## src/rtl/mem_arbiter.sv

```systemverilog
// mem_arbiter: shares one synchronous memory port between instruction fetch
// (i_*) and data load/store (d_*). Data wins ties because MEM holds the older
// instruction. Acks are combinational off mem_ready; mem_* are registered.
// Optional feature macro: ARB_TIMEOUT_EN (busy-cycle watchdog that forces an
// error completion after TIMEOUT_CYCLES cycles without mem_ready).
module mem_arbiter #(
    parameter int AW             = 32,
    parameter int DW             = 32,
    parameter int TIMEOUT_CYCLES = 16
) (
    input  logic          clk,
    input  logic          rst,
    input  logic          i_req,
    input  logic [AW-1:0] i_addr,
    output logic          i_ack,
    output logic [DW-1:0] i_rdata,
    output logic          i_err,
    input  logic          d_req,
    input  logic          d_we,
    input  logic [AW-1:0] d_addr,
    input  logic [DW-1:0] d_wdata,
    input  logic [3:0]    d_sel,
    output logic          d_ack,
    output logic [DW-1:0] d_rdata,
    output logic          d_err,
    output logic          mem_ce,
    output logic          mem_we,
    output logic [AW-1:0] mem_addr,
    output logic [DW-1:0] mem_wdata,
    output logic [3:0]    mem_sel,
    input  logic [DW-1:0] mem_rdata,
    input  logic          mem_ready,
    output logic          stall_if,
    output logic          stall_mem
);

    // Byte enables are 4 bits wide, so only a 32-bit data path makes sense;
    // the busy counter is 8 bits, bounding the timeout.
    if (DW != 32) begin : g_bad_dw
        $error("mem_arbiter: DW must be 32");
    end
    if (TIMEOUT_CYCLES < 1 || TIMEOUT_CYCLES > 256) begin : g_bad_timeout
        $error("mem_arbiter: TIMEOUT_CYCLES must be 1..256");
    end

    typedef enum logic [1:0] {IDLE, I_BUSY, D_BUSY} state_t;

    state_t state, state_nxt;
    logic   load_i, load_d, clear_bus;
    logic   busy, done, timeout_fire;

    assign busy = (state != IDLE);

`ifdef ARB_TIMEOUT_EN
    localparam logic [7:0] TO_LAST = 8'(TIMEOUT_CYCLES - 1);
    logic [7:0] busy_cnt;

    // Watchdog: restart on every grant, count busy cycles without mem_ready.
    always_ff @(posedge clk or negedge rst) begin
        if (!rst)                    busy_cnt <= '0;
        else if (load_i || load_d)   busy_cnt <= '0;
        else if (busy && !mem_ready) busy_cnt <= busy_cnt + 8'd1;
    end

    assign timeout_fire = busy && !mem_ready && (busy_cnt == TO_LAST);
`else
    assign timeout_fire = 1'b0;
`endif

    // A busy cycle ends on mem_ready or a forced timeout; IDLE ignores mem_ready.
    assign done = busy && (mem_ready || timeout_fire);

    // State register.
    always_ff @(posedge clk or negedge rst) begin
        if (!rst) state <= IDLE;
        else      state <= state_nxt;
    end

    // Next state: on completion only the other requester may be granted,
    // since the finishing one still shows a stale req this cycle.
    always_comb begin
        state_nxt = state;
        load_i    = 1'b0;
        load_d    = 1'b0;
        clear_bus = 1'b0;
        case (state)
            IDLE: begin
                if (d_req) begin
                    state_nxt = D_BUSY;
                    load_d    = 1'b1;
                end else if (i_req) begin
                    state_nxt = I_BUSY;
                    load_i    = 1'b1;
                end
            end
            I_BUSY: begin
                if (done) begin
                    if (d_req) begin
                        state_nxt = D_BUSY;
                        load_d    = 1'b1;
                    end else begin
                        state_nxt = IDLE;
                        clear_bus = 1'b1;
                    end
                end
            end
            D_BUSY: begin
                if (done) begin
                    if (i_req) begin
                        state_nxt = I_BUSY;
                        load_i    = 1'b1;
                    end else begin
                        state_nxt = IDLE;
                        clear_bus = 1'b1;
                    end
                end
            end
            default: begin
                state_nxt = IDLE;
                clear_bus = 1'b1;
            end
        endcase
    end

    // Memory-side request register: latched at grant, held until completion.
    always_ff @(posedge clk or negedge rst) begin
        if (!rst) begin
            mem_ce    <= 1'b0;
            mem_we    <= 1'b0;
            mem_addr  <= '0;
            mem_wdata <= '0;
            mem_sel   <= 4'b0000;
        end else if (load_d) begin
            mem_ce    <= 1'b1;
            mem_we    <= d_we;
            mem_addr  <= d_addr;
            mem_wdata <= d_wdata;
            mem_sel   <= d_sel;
        end else if (load_i) begin
            mem_ce    <= 1'b1;
            mem_we    <= 1'b0;
            mem_addr  <= i_addr;
            mem_wdata <= '0;
            mem_sel   <= 4'b1111;
        end else if (clear_bus) begin
            mem_ce    <= 1'b0;
            mem_we    <= 1'b0;
            mem_addr  <= '0;
            mem_wdata <= '0;
            mem_sel   <= 4'b0000;
        end
    end

    // Requester responses; read data is zeroed unless a real completion.
    always_comb begin
        i_ack     = (state == I_BUSY) && done;
        d_ack     = (state == D_BUSY) && done;
        i_err     = i_ack && timeout_fire;
        d_err     = d_ack && timeout_fire;
        i_rdata   = (i_ack && !timeout_fire) ? mem_rdata : '0;
        d_rdata   = (d_ack && !timeout_fire) ? mem_rdata : '0;
        stall_if  = i_req && !i_ack;
        stall_mem = d_req && !d_ack;
    end

endmodule

```

## config.mk

```make
export PLATFORM = sky130hd
export DESIGN_NAME = mem_arbiter
export DESIGN_NICKNAME = d
export VERILOG_FILES = /design/src/rtl/mem_arbiter.sv
export SDC_FILE = /design/constraint.sdc
export NUM_CORES = 1
export LEC_CHECK = 0
export CAP_MARGIN = 30
export CORE_AREA = 5 5 104 106
export DETAILED_ROUTE_END_ITERATION = 6
export DIE_AREA = 0 0 109 111
export DONT_BUFFER_PORTS = 1
export SLEW_MARGIN = 5
export SYNTH_ARGS = -nofsm -noshare
export SYNTH_HDL_FRONTEND = slang
export SYNTH_SLANG_ARGS = --single-unit
export TNS_END_PERCENT = 5
```

## constraint.sdc

```tcl
create_clock -name clk -period 1.78 [get_ports clk]
set_input_delay 0.178 -clock clk [delete_from_list [all_inputs] [get_ports clk]]
set_output_delay 0.178 -clock clk [all_outputs]
set_load 0.05 [all_outputs]
```

### Word-level counts from Yosys, hierarchy flattened

Index checks and enable logic that the tools add are counted.

| storage, ports and cells | value |
|---|---|
| bits of input ports | 138 |
| output and inout port bits | 140 |
| word-level logic and storage cells | 56 |
| flip-flop bits (word level) | 72 |

| cells by class | value |
|---|---|
| muxes and demuxes | 34 |
| reduce and logical (&&, ||, !) cells | 11 |
| equal/unequal tests | 5 |

Operator list:

| operator | number |
|---|---|
| $mux W32 | 7 |
| $mux W1 | 15 |
| $mux W4 | 3 |
| $mux W2 | 5 |
| $pmux W2 S3 | 1 |
| $logic_and A1 B1 Y1 | 5 |
| $ne A2 B2 Y1 const B | 2 |
| $pmux W1 S2 | 2 |
| $ne A3 B3 Y1 const B | 1 |
| $pmux W1 S3 | 1 |
| $reduce_and A3 Y1 | 1 |
| $reduce_bool A3 Y1 | 1 |
| $eq A2 B1 Y1 const B | 1 |
| $eq A2 B2 Y1 const B | 1 |
| $logic_not A1 Y1 | 2 |
| $logic_not A2 Y1 | 1 |
| $reduce_bool A2 Y1 | 1 |

### Depth between registers and ports, before layout

Gate-level depths: netlist of the first run.

| depth | value |
|---|---|
| depth in word-level cells | 7 |
| mapped depth | 9 |

### Worst setup path after synthesis of the first run

Ideal clock, no wire load.

| timing path | value |
|---|---|
| kind | register to output |
| start point | register state[0] |
| end point | output port d_rdata[22] |
| path buffers | 2 |
| stages on the path, launching flop included | 7 |
| setup slack | -614 ps |
| arrival time | 2216 ps |
| data required time | 1602 ps |
| cells stage by stage | dfrtp_1 > inv_1 > ha_1 > buf_4 > nor3b_2 > clkbuf_1 > and2_1 |

| on the way | value |
|---|---|
| cells in the longest elaborated chain, start to end | 4 |
| elaborated cells on any way between the ends | 5 |
| classes of those cells | eq/ne (1); mux (1); reduce/logical (3) |

Ends and longest elaborated chain:

| what | RTL line | RTL |
|---|---|---|
| start, declared | 48 | `state_t state, state_nxt;` |
| start signal, assigned | 76 | `else state <= state_nxt;` |
| $reduce_bool A2 Y1 | 52 | `assign busy = (state != IDLE);` |
| $logic_and A1 B1 Y1 | 71 | `assign done = busy && (mem_ready \|\| timeout_fire);` |
| $logic_and A1 B1 Y1 * | 157 | `d_ack = (state == D_BUSY) && done;` |
| via d_ack | 23 | `output logic d_ack,` |
| $mux W32 * | 161 | `d_rdata = (d_ack && !timeout_fire) ? mem_rdata : '0;` |
| end, declared | 24 | `output logic [DW-1:0] d_rdata,` |

Mark *: on every way through the listed nets, which the timed path passes. The rest lies on a longest branch.

### Worst setup path after layout of the first run

| timing path | value |
|---|---|
| start point | register state[0] |
| end point | output port d_rdata[4] |

| on the way | value |
|---|---|
| cells in the longest elaborated chain, start to end | 4 |
| elaborated cells on any way between the ends | 5 |
| classes of those cells | eq/ne (1); mux (1); reduce/logical (3) |

Ends and longest elaborated chain:

| what | RTL line |
|---|---|
| $reduce_bool A2 Y1 | 52 |
| $logic_and A1 B1 Y1 | 71 |
| $logic_and A1 B1 Y1 * | 157 |
| $mux W32 * | 161 |

Every way passes the cells marked *; elsewhere a longest branch is shown, timed or not.

==> metrics.md, run 1 <==
| Metric | Value |
|---|---|
| Status | complete, but fails checks |
| Failing checks | negative hold slack, negative setup slack |
| Avg WL per Cell | 21.1 um |
| Worst Setup End Kind | primary output |
| #FFs+latches synth | 72 |
| Top post-synthesis cells by area | dfrtp_1 47%, and2_1 11%, o21ai_0 8.6% |
| Ports | 278 |
| DP HPWL | 10300 um |
| Top_reg_cell synth | dfrtp_1 |
| Clock share of power | 11.5% |
| CP max FO | 5 |
| WL final | 14900 um |
| Final Core Density | 62.0% |
| Mux cell area share after synthesis | 0.556% |
| Switching portion of total power | 56.4% |
| Slew HR | 64.6% |
| Slew @ Worst Pin | 0.532 ns |
| Vias in the first global route | 3994 |
| Buffer depth of the longest clock path | 2 |
| Share of the synthesized area in the top cell type | 47.1% |
| # diodes | 0 |
| Async SR Flop Fraction | 100% |
| Hold slack | -0.475 ns |
| H-Tree Depth | 3 |
| Rows | 36 |
| Largest net degree at the start of global routing | 73 |
| Via density | 5.42 |
| Fin crit period | 2.03 ns |
| Post-Synthesis Cells | 449 |
| Max-slew violation count | 0 |
| Psw | 0.00653 W |
| Antenna-violating nets left | 0 |
| Logic pwr share | 40.3% |
| Final hold vios | 72 |
| # port buffers | 0 |
| Starting DRC count in detailed routing | 211 |
| Top cell by count, worst path | buf_6 |
| Final worst slack | -0.246 ns |
| DP Cell Count | 606 |
| Layout cell share with drive strength beyond 1 | 33.0% |
| Cell area after synthesis | 3830 um^2 |
| Worst skew pair latency | 0.34 ns |
| Die area | 12100 um^2 |
| GRT Util Overall | 23.8% |
| Via count | 3807 |
| Post-synthesis sequential area ratio | 47.1% |
| Final setup viols | 68 |
| XOR/XNOR Fraction of Synth Area | 0% |
| Slowest CP cell | dfrtp_1 |
| CTS clk-pin slew, worst paths | 0.08 ns |
| Worst Setup Start Kind | register |
| Number of flops mapped to enable cells by yosys | 0 |
| Beginning of the worst register-to-register path | state[0] |
| CP cell instances | inv_2, ha_4, buf_6, nor3b_4, buf_6, buf_6, and2_4, buf_12 |
| RSZ-0062 raised after global routing | yes |
| Residual DRC count | 0 |
| Adder-Cell Fraction of Synth Area | 1.31% |
| Largest area contributor in the netlist | dfrtp_1 |
| Die Ht | 111 um |
| GR Overflow Total | 0 |
| Cell count of the worst reg-to-reg path | 8 |
| Pre-antenna DRT Iters | 4 |
| CTS Buf Count | 9 |
| Simple-gate area share of the yosys netlist | 23.4% |
| Seq pwr share | 48.3% |
| Root buffer cell | clkbuf_8 |
| Reg-to-reg slack, setup | 0.06 ns |
| Starting Density | 39.5% |
| Period Utilization, post-route | 114% |
| Initial antenna violation count | 0 |
| CORE AREA | 9680 um^2 |
| Nets | 707 |
| P&R area growth vs syn | 56.9% |
| GPL Wtd Cong | 0.779 |
| Arrival time worst endpoint | 1.85 ns |
| Complex-gate fraction of the synthesized area | 21.5% |
| FMAX | 494 MHz |
| First-pass GRT wire length | 22200 um |
| Peak supply drop | 1.32 mV |
| Synth warn | 0 |
| Biggest cell delay along the critical path | 0.36 ns |
| Die width | 109 um |
| Max Cap Viol | 0 |
| Worst EP required | 1.60 ns |
| P_int | 0.00504 W |
| CTS tree | built |
| CTS sink count | 72 |
| Clock skew | 0.00801 ns |
| Avg Cell Area, Syn | 8.53 um^2 |
| Synth cell types | 31 |
| Setup Crit Path Kind | reg -> out |
| Setup Total Neg Slack | -14.11 ns |
| Main combinational cell family by area after synthesis | simple AND/OR/NAND/NOR gates |
| LEAKAGE | 2.58 nW |
| Pwr Density | 1930 nW/um^2 |
| HP Class | in -> async |
| Post-CTS Hold Buffers | 68 |
| Non-Filler Instances | 703 |
| Worst R2R End | mem_addr[10] |
-- flip-flops by register name (all words and copies together) (netlist names) --
| register | flops |
|---|---|
| state | 2 |
| mem_we | 1 |
| mem_sel | 4 |
| mem_wdata | 32 |
| mem_ce | 1 |
| mem_addr | 32 |
-- repair_timing --
action,CTS,global route
endpoints found under the setup margin,69,101
buffers inserted,3,6
endpoints found under the hold margin,140,72
gates resized for setup,65,24
pin swaps,50,27
gates cloned,2,4
-- routing by layer --
layer | track usage (%) | vias to the layer above | part of all wire [%]
met5 | 0 | - | 0
met4 | 13.3 | 0 | 5.0
li1 | - | 1703 | -
met1 | 23.8 | 1832 | 32
met2 | 42.9 | 227 | 53
met3 | 6.93 | 45 | 9.3
-- cells in the mapped netlist (2+ instances only) --
master,n
inv_1,5
ha_1,4
o211ai_1,5
a21oi_1,50
buf_4,3
clkbuf_1,16
nor3b_2,2
dfrtp_1,72
nor2_1,35
nand2b_1,2
a21oi_2,16
and2_1,65
nor2b_1,2
buf_6,7
buf_2,8
clkbuf_2,2
nand2_1,76
o21ai_0,66
-- area by class of cell --
type / instances / area [um^2]
Multi-Input combinational cell: 336 / 2020
Clock buffer: 10 / 138
Inverter: 6 / 22.5
Clock inverter: 6 / 67.6
Fill cell: 785 / 3680
Sequential cell: 72 / 1800
Timing Repair Buffer: 140 / 1790
Tap cell: 133 / 166
-- power by group through the flow --
| stage | registers [W] | clock network (W) | logic (W) |
|---|---|---|---|
| CTS | 0.00559 | 0.00138 | 0.00451 |
| global placement | 0.00560 | 0 | 0.00400 |
| floorplan | 0.00550 | 0 | 0.00281 |
| detailed placement | 0.00561 | 0 | 0.00415 |
| global route | 0.00567 | 0.00144 | 0.00509 |
| finish | 0.00558 | 0.00133 | 0.00466 |
-- through the flow --
stage               setup WS, ns  total power (W)  cell area (um^2)
floorplan                -0.0540          0.00832              3950
global placement          0.0535          0.00960              4840
detailed placement       0.00178          0.00976              4840
CTS                       -0.268           0.0115              5940
global route              -0.350           0.0122              6010
finish                    -0.246           0.0116              6010
-- cells in the final DEF (no fill, tap or decap), types with 17 or more instances in the layout --
cell type	synthesis	final
a21oi_1	50	49
dfrtp_1	72	72
nand2_1	76	74
o21ai_0	66	60
nor2_1	35	34
buf_12	0	39
a21oi_2	16	17
dlygate4sd3_1	0	68
and2_4	0	64
-- how the worst max path moves through the flow --
stage,startpoint,endpoint,slack (ns),cells after the start
finish,state[0],d_rdata[4],-0.25,8
global route,state[0],d_rdata[4],-0.35,8
CTS,state[1],d_rdata[19],-0.27,8
detailed placement,state[1],mem_addr[3],0.002,7
global placement,state[0],mem_addr[5],0.05,8
floorplan,state[0],i_rdata[10],-0.05,6
-- cell families (layout without fill, tap and decap cells) --
logic type      Yosys count  after routing
buf+inv                  42            162
flops                    72             72
mux                       2              2
simple gates            185            185
other cells               1              2
compound gates          143            143
fa+ha+maj                 4              4
-- critical path, delay by kind of cell (launching register included) --
kind                       cells  cell delay [ns]
buffers and inverters          5             0.60
DFF                            1             0.36
adders and majority gates      1             0.17
and+or+nand+nor                2             0.38
No activity file was read; power rests on OpenSTA's default activity.
==> run 2, diff against run 1 <==
--- a/config.mk
+++ b/config.mk
@@ -5,10 +5,11 @@
 export SDC_FILE = /design/constraint.sdc
 export NUM_CORES = 1
 export LEC_CHECK = 0
+export ABC_AREA = 1
 export CAP_MARGIN = 30
-export CORE_AREA = 5 5 104 106
+export CORE_AREA = 5 5 105 107
 export DETAILED_ROUTE_END_ITERATION = 6
-export DIE_AREA = 0 0 109 111
+export DIE_AREA = 0 0 110 112
 export DONT_BUFFER_PORTS = 1
 export SLEW_MARGIN = 5
 export SYNTH_ARGS = -nofsm -noshare
==> run 2 against run 1 <==
The flow still finishes with violations (negative hold slack, negative setup slack). Wire length decreased by 4.0%. Synthesized area rose by 1.8%. Total power down 5.9%. Core utilization shrank 0.69 points. Synthesized cell count rose by 25%. Combinational power barely moved. Register-to-register slack worse by 0.15 ns. Critical endpoint is now i_rdata[2]. Largest cell class unchanged.
==> metrics.md, run 2 <==
| Metric | Value |
|---|---|
| GR Overflow Total | 0 (unchanged) |
| Largest area contributor in the netlist | dfrtp_1 (unchanged) |
| Largest registers | mem_addr x32, mem_wdata x32, mem_sel x4 (unchanged) |
| Rows | 37 (was 36) |
| CP cell instances | inv_2, ha_4, inv_4, buf_6, nand3_4, buf_6, nor2_1, buf_6 (was inv_2, ha_4, buf_6, nor3b_4, buf_6, buf_6, and2_4, buf_12) |
| Logic pwr share | 42.5% (was 40.3%) |
| Beginning of the worst register-to-register path | state[0] (unchanged) |
| CTS Buf Count | 9 (unchanged) |
| Slew HR | 65.0% (was 64.6%) |
| FMAX | 520 MHz (was 494 MHz) |
| Starting DRC count in detailed routing | 300 (was 211) |
| Fillers | 860 (was 785) |
| Initial antenna violation count | 1 (was 0) |
| Avg WL per Cell | 17.7 um (was 21.1 um) |
| Post-Synthesis Cells | 561 (was 449) |
| Synth cell types | 20 (was 31) |
| Via count | 4031 (was 3807) |
| Final setup viols | 106 (was 68) |
| Final worst slack | -0.144 ns (was -0.246 ns) |
| GPL Wtd Cong | 0.762 (was 0.779) |
| Ports | 278 (unchanged) |
| Failing checks | negative hold slack, negative setup slack (unchanged) |
| # port buffers | 0 (unchanged) |
| Via density | 4.99 (was 5.42) |
| RSZ-0062 raised after global routing | yes (unchanged) |
| CTS sink count | 72 (unchanged) |
| Worst Setup Start Kind | register (unchanged) |
| WL final | 14300 um (was 14900 um) |
| Buffer depth of the longest clock path | 2 (unchanged) |
| Hold slack | -0.477 ns (was -0.475 ns) |
| Cell area after synthesis | 3900 um^2 (was 3830 um^2) |
| Top_reg_cell synth | dfrtp_1 (unchanged) |
| CP bufs+invs | 5 (unchanged) |
| CORE AREA | 10000 um^2 (was 9680 um^2) |
| Top post-synthesis cells by area | dfrtp_1 46%, nand2_1 18%, nand3_1 13% (was dfrtp_1 47%, and2_1 11%, o21ai_0 8.6%) |
| HP Class | in -> async (unchanged) |
| Die width | 110 um (was 109 um) |
| Setup Total Neg Slack | -6.97 ns (was -14.11 ns) |
| H-Tree Depth | 3 (unchanged) |
| Vias in the first global route | 4039 (was 3994) |
| GRT Util Overall | 22.3% (was 23.8%) |
| Switching portion of total power | 56.2% (was 56.4%) |
| Pre-antenna DRT Iters | 4 (unchanged) |
| Async SR Flop Fraction | 100% (unchanged) |
| Biggest cell delay along the critical path | 0.37 ns (was 0.36 ns) |
| Worst EP required | 1.60 ns (about the same) |
| Seq pwr share | 44.6% (was 48.3%) |
| Slowest CP cell | dfrtp_1 (unchanged) |
| Slew @ Worst Pin | 0.525 ns (was 0.532 ns) |
| Synth warn | 0 (unchanged) |
| CTS tree | built (unchanged) |
| Crit path max-delay family | buffers and inverters (unchanged) |
| LEAKAGE | 3.20 nW (was 2.58 nW) |
| Period Utilization, post-route | 108% (was 114%) |
| DP HPWL | 10300 um (about the same) |
| Root buffer cell | clkbuf_8 (unchanged) |
| CTS clk-pin slew, worst paths | 0.08 ns (about the same) |
| Clock skew | 0.00450 ns (was 0.00801 ns) |
| Worst Setup End Kind | primary output (unchanged) |
| Max Cap Viol | 0 (unchanged) |
| Worst skew pair latency | 0.34 ns (about the same) |
| Pwr Density | 1770 nW/um^2 (was 1930 nW/um^2) |
| Layout cell share with drive strength beyond 1 | 26.7% (was 33.0%) |
| Peak supply drop | 1.10 mV (was 1.32 mV) |
| #FFs+latches synth | 72 (unchanged) |
| Most frequent cells after synthesis | 183 x nand2_1, 103 x nand3_1, 77 x inv_1, 72 x dfrtp_1, 69 x nor2_1 (was 76 x nand2_1, 72 x dfrtp_1, 66 x o21ai_0, 65 x and2_1, 50 x a21oi_1) |
| Largest net degree at the start of global routing | 73 (unchanged) |
| Commonest non-fill, non-tap cell in the layout | nand2_1 (unchanged) |
| First-pass GRT wire length | 21400 um (was 22200 um) |
| Most frequent cell after synthesis | nand2_1 (unchanged) |
| DP Worst Slack | -0.0216 ns (was 0.00178 ns) |
| Fin crit period | 1.92 ns (was 2.03 ns) |
| P_int | 0.00477 W (was 0.00504 W) |
| Number of flops mapped to enable cells by yosys | 0 (unchanged) |
| Residual DRC count | 0 (unchanged) |
| Share of the synthesized area in the top cell type | 46.2% (was 47.1%) |
| Post-synthesis sequential area ratio | 46.2% (was 47.1%) |
| Max-slew violation count | 0 (unchanged) |
| Post-CTS Hold Buffers | 34 (was 68) |
| CP max FO | 7 (was 5) |
| Setup Crit Path Kind | reg -> out (unchanged) |
| Clock share of power | 12.9% (was 11.5%) |
| Nets | 809 (was 707) |
| Power Total | 0.0109 W (was 0.0116 W) |
| Arrival time worst endpoint | 1.75 ns (was 1.85 ns) |
| Die area | 12300 um^2 (was 12100 um^2) |
| Starting Density | 38.8% (was 39.5%) |
| Psw | 0.00612 W (was 0.00653 W) |
| Final hold vios | 72 (unchanged) |
| Commonest non-fill, non-tap cells in the layout | 176 x nand2_1, 102 x nand3_1, 72 x dfrtp_1 (was 74 x nand2_1, 72 x dfrtp_1, 68 x dlygate4sd3_1) |
| Status | complete, but fails checks (unchanged) |
| CP Launch Point | state[0] (unchanged) |
| Die Ht | 112 um (was 111 um) |
| Top cell by count, worst path | buf_6 (unchanged) |
| P&R area growth vs syn | 58.1% (was 56.9%) |
| Antenna-violating nets left | 0 (unchanged) |
| Avg Cell Area, Syn | 6.95 um^2 (was 8.53 um^2) |
## run 2: worst paths after layout
check	end	slack, ns	cells past startpoint
worst max-delay path	i_rdata[2]	-0.14	8
worst min-delay path	mem_wdata[28]	-0.48	0
worst max register to register	mem_addr[0]	-0.09	11
worst min register to register	mem_addr[20]	0.51	2
max in group asynchronous	mem_addr[4]	2.14	0
min in group clk	mem_addr[14]	0.03	4
## run 2: layer usage
metal	GRT usage, %	share of wire (%)	vias to the layer above
met2	41.1	55	188
met4	7.81	2.0	0
met1	23.8	35	1916
met5	0	0	-
li1	-	-	1906
met3	6.03	8.2	21
## run 2: power by group through the flow
stage | Combinational [W] | Clock (W) | Sequential, W
floorplan | 0.00297 | 0 | 0.00473
global placement | 0.00406 | 0 | 0.00489
detailed placement | 0.00419 | 0 | 0.00490
CTS | 0.00453 | 0.00146 | 0.00487
global route | 0.00510 | 0.00151 | 0.00493
finish | 0.00463 | 0.00140 | 0.00485
## run 2: cell type report
type	count	area, um^2	area share, %
multi-input combinational	375	1950	31.6
clock buffer	10	128	2.07
antenna	1	2.50	0.0406
sequential	72	1800	29.2
clock inverter	5	82.6	1.34
inverter	79	304	4.93
timing repair buffer	130	1730	28.0
tap	136	170	2.76
## run 2: timing repair
item | CTS | global route
resized for setup | 42 | 36
cloned | 1 | 0
buffers inserted | 7 | 1
endpoints found under the hold margin | 106 | 72
pin swaps | 7 | 3
endpoints found under the setup margin | 68 | 138
## run 2: kinds of logic after synthesis
| group | synth area share, % |
|---|---|
| buffers and inverters | 12.7 |
| adders and majority gates | 1.28 |
| DFF | 46.2 |
| other | 0.0962 |
| AOI/OAI and AO/OA | 1.22 |
| and+or+nand+nor | 38.4 |
## run 2: metrics by stage
stage | utilization [%] | hold slack, ns | cell area, um^2 | std cells
finish | 61.4 | -0.477 | 6160 | 808
global route | 61.4 | -0.508 | 6160 | 808
CTS | 60.0 | -0.515 | 6030 | 806
detailed placement | 52.4 | -0.116 | 5260 | 749
global placement | 52.4 | -0.116 | 5260 | 749
floorplan | - | -0.118 | 4180 | 562
==> run 3, diff against run 2 <==
--- a/config.mk
+++ b/config.mk
@@ -7,10 +7,11 @@
 export LEC_CHECK = 0
 export ABC_AREA = 1
 export CAP_MARGIN = 30
-export CORE_AREA = 5 5 105 107
+export CORE_MARGIN = 5
+export CORE_UTILIZATION = 30
 export DETAILED_ROUTE_END_ITERATION = 6
-export DIE_AREA = 0 0 110 112
 export DONT_BUFFER_PORTS = 1
+export SKIP_LAST_GASP = 1
 export SLEW_MARGIN = 5
 export SYNTH_ARGS = -nofsm -noshare
 export SYNTH_HDL_FRONTEND = slang
==> run 3 against run 2 <==
The run still ends with negative hold slack, negative setup slack left. Die area rose by 25%. Critical path depth rose by 1. Final area increased by 2.6%. First-iteration DRC count down 38%. Flip-flop and latch count unchanged. Clock power increased by 16%. Worst setup slack got worse by 0.0017 ns. Global-route usage down 4.4 points. Wire length grew 5.5%. Critical path type unchanged.
==> metrics.md, run 3 (synthesis results as in run 2) <==
| Metric | Value |
|---|---|
| Status | complete, but fails checks (unchanged) |
| Failing checks | negative hold slack, negative setup slack (unchanged) |
| LEAKAGE | 3.32 nW (was 3.20 nW) |
| DP Worst Slack | 0.0411 ns (was -0.0216 ns) |
| Final Core Density | 49.9% (was 61.4%) |
| H-Tree Depth | 3 (unchanged) |
| Hold slack | -0.454 ns (was -0.477 ns) |
| Non-Filler Instances | 855 (was 808) |
| Commonest non-fill, non-tap cells in the layout | 179 x nand2_1, 100 x nand3_1, 74 x inv_1 (was 176 x nand2_1, 102 x nand3_1, 72 x dfrtp_1) |
| Commonest non-fill, non-tap cell in the layout | nand2_1 (unchanged) |
| HP Class | in -> async (unchanged) |
| Final setup viols | 93 (was 106) |
| Residual DRC count | 0 (unchanged) |
| Root buffer cell | clkbuf_16 (was clkbuf_8) |
| Die area | 15400 um^2 (was 12300 um^2) |
| Pwr Density | 1830 nW/um^2 (was 1770 nW/um^2) |
| Starting DRC count in detailed routing | 185 (was 300) |
| Vias in the first global route | 4033 (was 4039) |
| Rows | 41 (was 37) |
| CTS Buf Count | 9 (unchanged) |
| Setup Total Neg Slack | -5.89 ns (was -6.97 ns) |
| CTS clk-pin slew, worst paths | 0.05 ns (was 0.08 ns) |
| Clock share of power | 14.0% (was 12.9%) |
| Switching portion of total power | 54.6% (was 56.2%) |
| Buffer depth of the longest clock path | 2 (unchanged) |
| Logic pwr share | 44.4% (was 42.5%) |
| Biggest cell delay along the critical path | 0.39 ns (was 0.37 ns) |
| Pre-antenna DRT Iters | 4 (unchanged) |
| CORE AREA | 12700 um^2 (was 10000 um^2) |
| Layout cell share with drive strength beyond 1 | 25.5% (was 26.7%) |
| Ports | 278 (unchanged) |
| Via density | 4.75 (was 4.99) |
| Seq pwr share | 41.6% (was 44.6%) |
| Fin crit period | 1.93 ns (was 1.92 ns) |
| # diodes | 0 (was 1) |
| Max Cap Viol | 0 (unchanged) |
| CP max FO | 8 (was 7) |
| Arrival time worst endpoint | 1.75 ns (about the same) |
| Setup Crit Path Kind | reg -> out (unchanged) |
| Psw | 0.00632 W (was 0.00612 W) |
| Starting Density | 30.8% (was 38.8%) |
| Avg WL per Cell | 17.6 um (was 17.7 um) |
| Largest net degree at the start of global routing | 73 (unchanged) |
| First-pass GRT wire length | 21200 um (was 21400 um) |
| Worst EP required | 1.60 ns (about the same) |
| RSZ-0062 raised after global routing | yes (unchanged) |
| Nets | 821 (was 809) |
| WL final | 15100 um (was 14300 um) |
| CTS sink count | 72 (unchanged) |
| Via count | 4060 (was 4031) |
| Initial antenna violation count | 0 (was 1) |
| Final hold vios | 72 (unchanged) |
| GRT Util Overall | 17.9% (was 22.3%) |
| Reg-to-reg slack, setup | -0.03 ns (was -0.09 ns) |
| GR Overflow Total | 0 (unchanged) |
| GPL Wtd Cong | 0.803 (was 0.762) |
| Die Ht | 124 um (was 112 um) |
| DP HPWL | 10700 um (was 10300 um) |
| CP cell instances | inv_2, ha_4, inv_4, nand2_4, nor2_4, inv_6, buf_12, nor2_4, buf_12 (was inv_2, ha_4, inv_4, buf_6, nand3_4, buf_6, nor2_1, buf_6) |
| Largest registers | mem_addr x32, mem_wdata x32, mem_sel x4 (unchanged) |
| Worst Setup Start Kind | register (unchanged) |
| CTS tree | built (unchanged) |
| Worst Setup End Kind | primary output (unchanged) |
| DP Cell Count | 786 (was 749) |
| Slew HR | 61.5% (was 65.0%) |
| P_int | 0.00524 W (was 0.00477 W) |
| P&R area growth vs syn | 62.2% (was 58.1%) |
| Slowest CP cell | dfrtp_1 (unchanged) |
| Power Total | 0.0116 W (was 0.0109 W) |
| Antenna-violating nets left | 0 (unchanged) |
| Worst skew pair latency | 0.33 ns (was 0.34 ns) |
| Peak supply drop | 0.790 mV (was 1.10 mV) |
| Slew @ Worst Pin | 0.578 ns (was 0.525 ns) |
| Clock skew | 0.00339 ns (was 0.00450 ns) |
| FMAX | 519 MHz (was 520 MHz) |
| # port buffers | 0 (unchanged) |
| Die width | 124 um (was 110 um) |
| Final worst slack | -0.146 ns (was -0.144 ns) |
| Max-slew violation count | 0 (unchanged) |
| Period Utilization, post-route | 108% (about the same) |
| Post-CTS Hold Buffers | 33 (was 34) |
run 3: cell type report:
cell class	instances	area, um^2
Timing Repair Buffer	142	1820
Inverter	79	307
Sequential cell	72	1800
Fill cell	1185	6350
Tap cell	172	215
Clock buffer	12	246
Multi-Input combinational cell	375	1920
Clock inverter	3	18.8
run 3: critical path: cells and delay by family, from the launching register on:
family	cells	cell delay (ns)
buffers and inverters	5	0.54
flip-flops	1	0.39
AND/OR/NAND/NOR	3	0.31
adder cells (fa/ha/maj)	1	0.17
run 3: stage by stage:
stage	instance area, um^2	hold WS [ns]
floorplan	4180	-0.118
global placement	5330	-0.115
detailed placement	5330	-0.115
CTS	6050	-0.470
global route	6320	-0.477
finish	6320	-0.454
run 3: per-layer routing:
metal / track usage [%] / part of all wire (%) / vias up
met1: 18.1 / 33 / 1900
li1: - / - / 1938
met4: 6.09 / 1.9 / 0
met3: 4.95 / 9.1 / 21
met5: 0 / 0 / -
met2: 34.7 / 56 / 201
run 3: path summary, 6_finish.rpt:
check / startpoint / endpoint / cells after the start
min in group clk: d_addr[10] / mem_addr[10] / 4
max in group asynchronous: rst / mem_addr[28] / 0
min: rst / mem_addr[13] / 0
min reg2reg: mem_wdata[5] / mem_wdata[5] / 2
max: state[0] / d_rdata[1] / 9
max reg2reg: state[0] / mem_addr[6] / 11
run 3: repair_timing:
item | in CTS | in global routing
pin swaps | 6 | 6
buffers inserted | 8 | 7
endpoints found under the hold margin | 105 | 72
gates cloned | 1 | 6
resized for setup | 9 | 22
endpoints found under the setup margin | 68 | 140
run 3: power by group through the flow:
| stage | Sequential (W) | Combinational [W] | Clock, W |
|---|---|---|---|
| 2_1_floorplan | 0.00473 | 0.00297 | 0 |
| 3_3_place_gp | 0.00484 | 0.00417 | 0 |
| 3_5_place_dp | 0.00485 | 0.00433 | 0 |
| 4_1_cts | 0.00482 | 0.00461 | 0.00166 |
| 5_1_grt | 0.00488 | 0.00561 | 0.00172 |
| 6_report | 0.00481 | 0.00513 | 0.00162 |
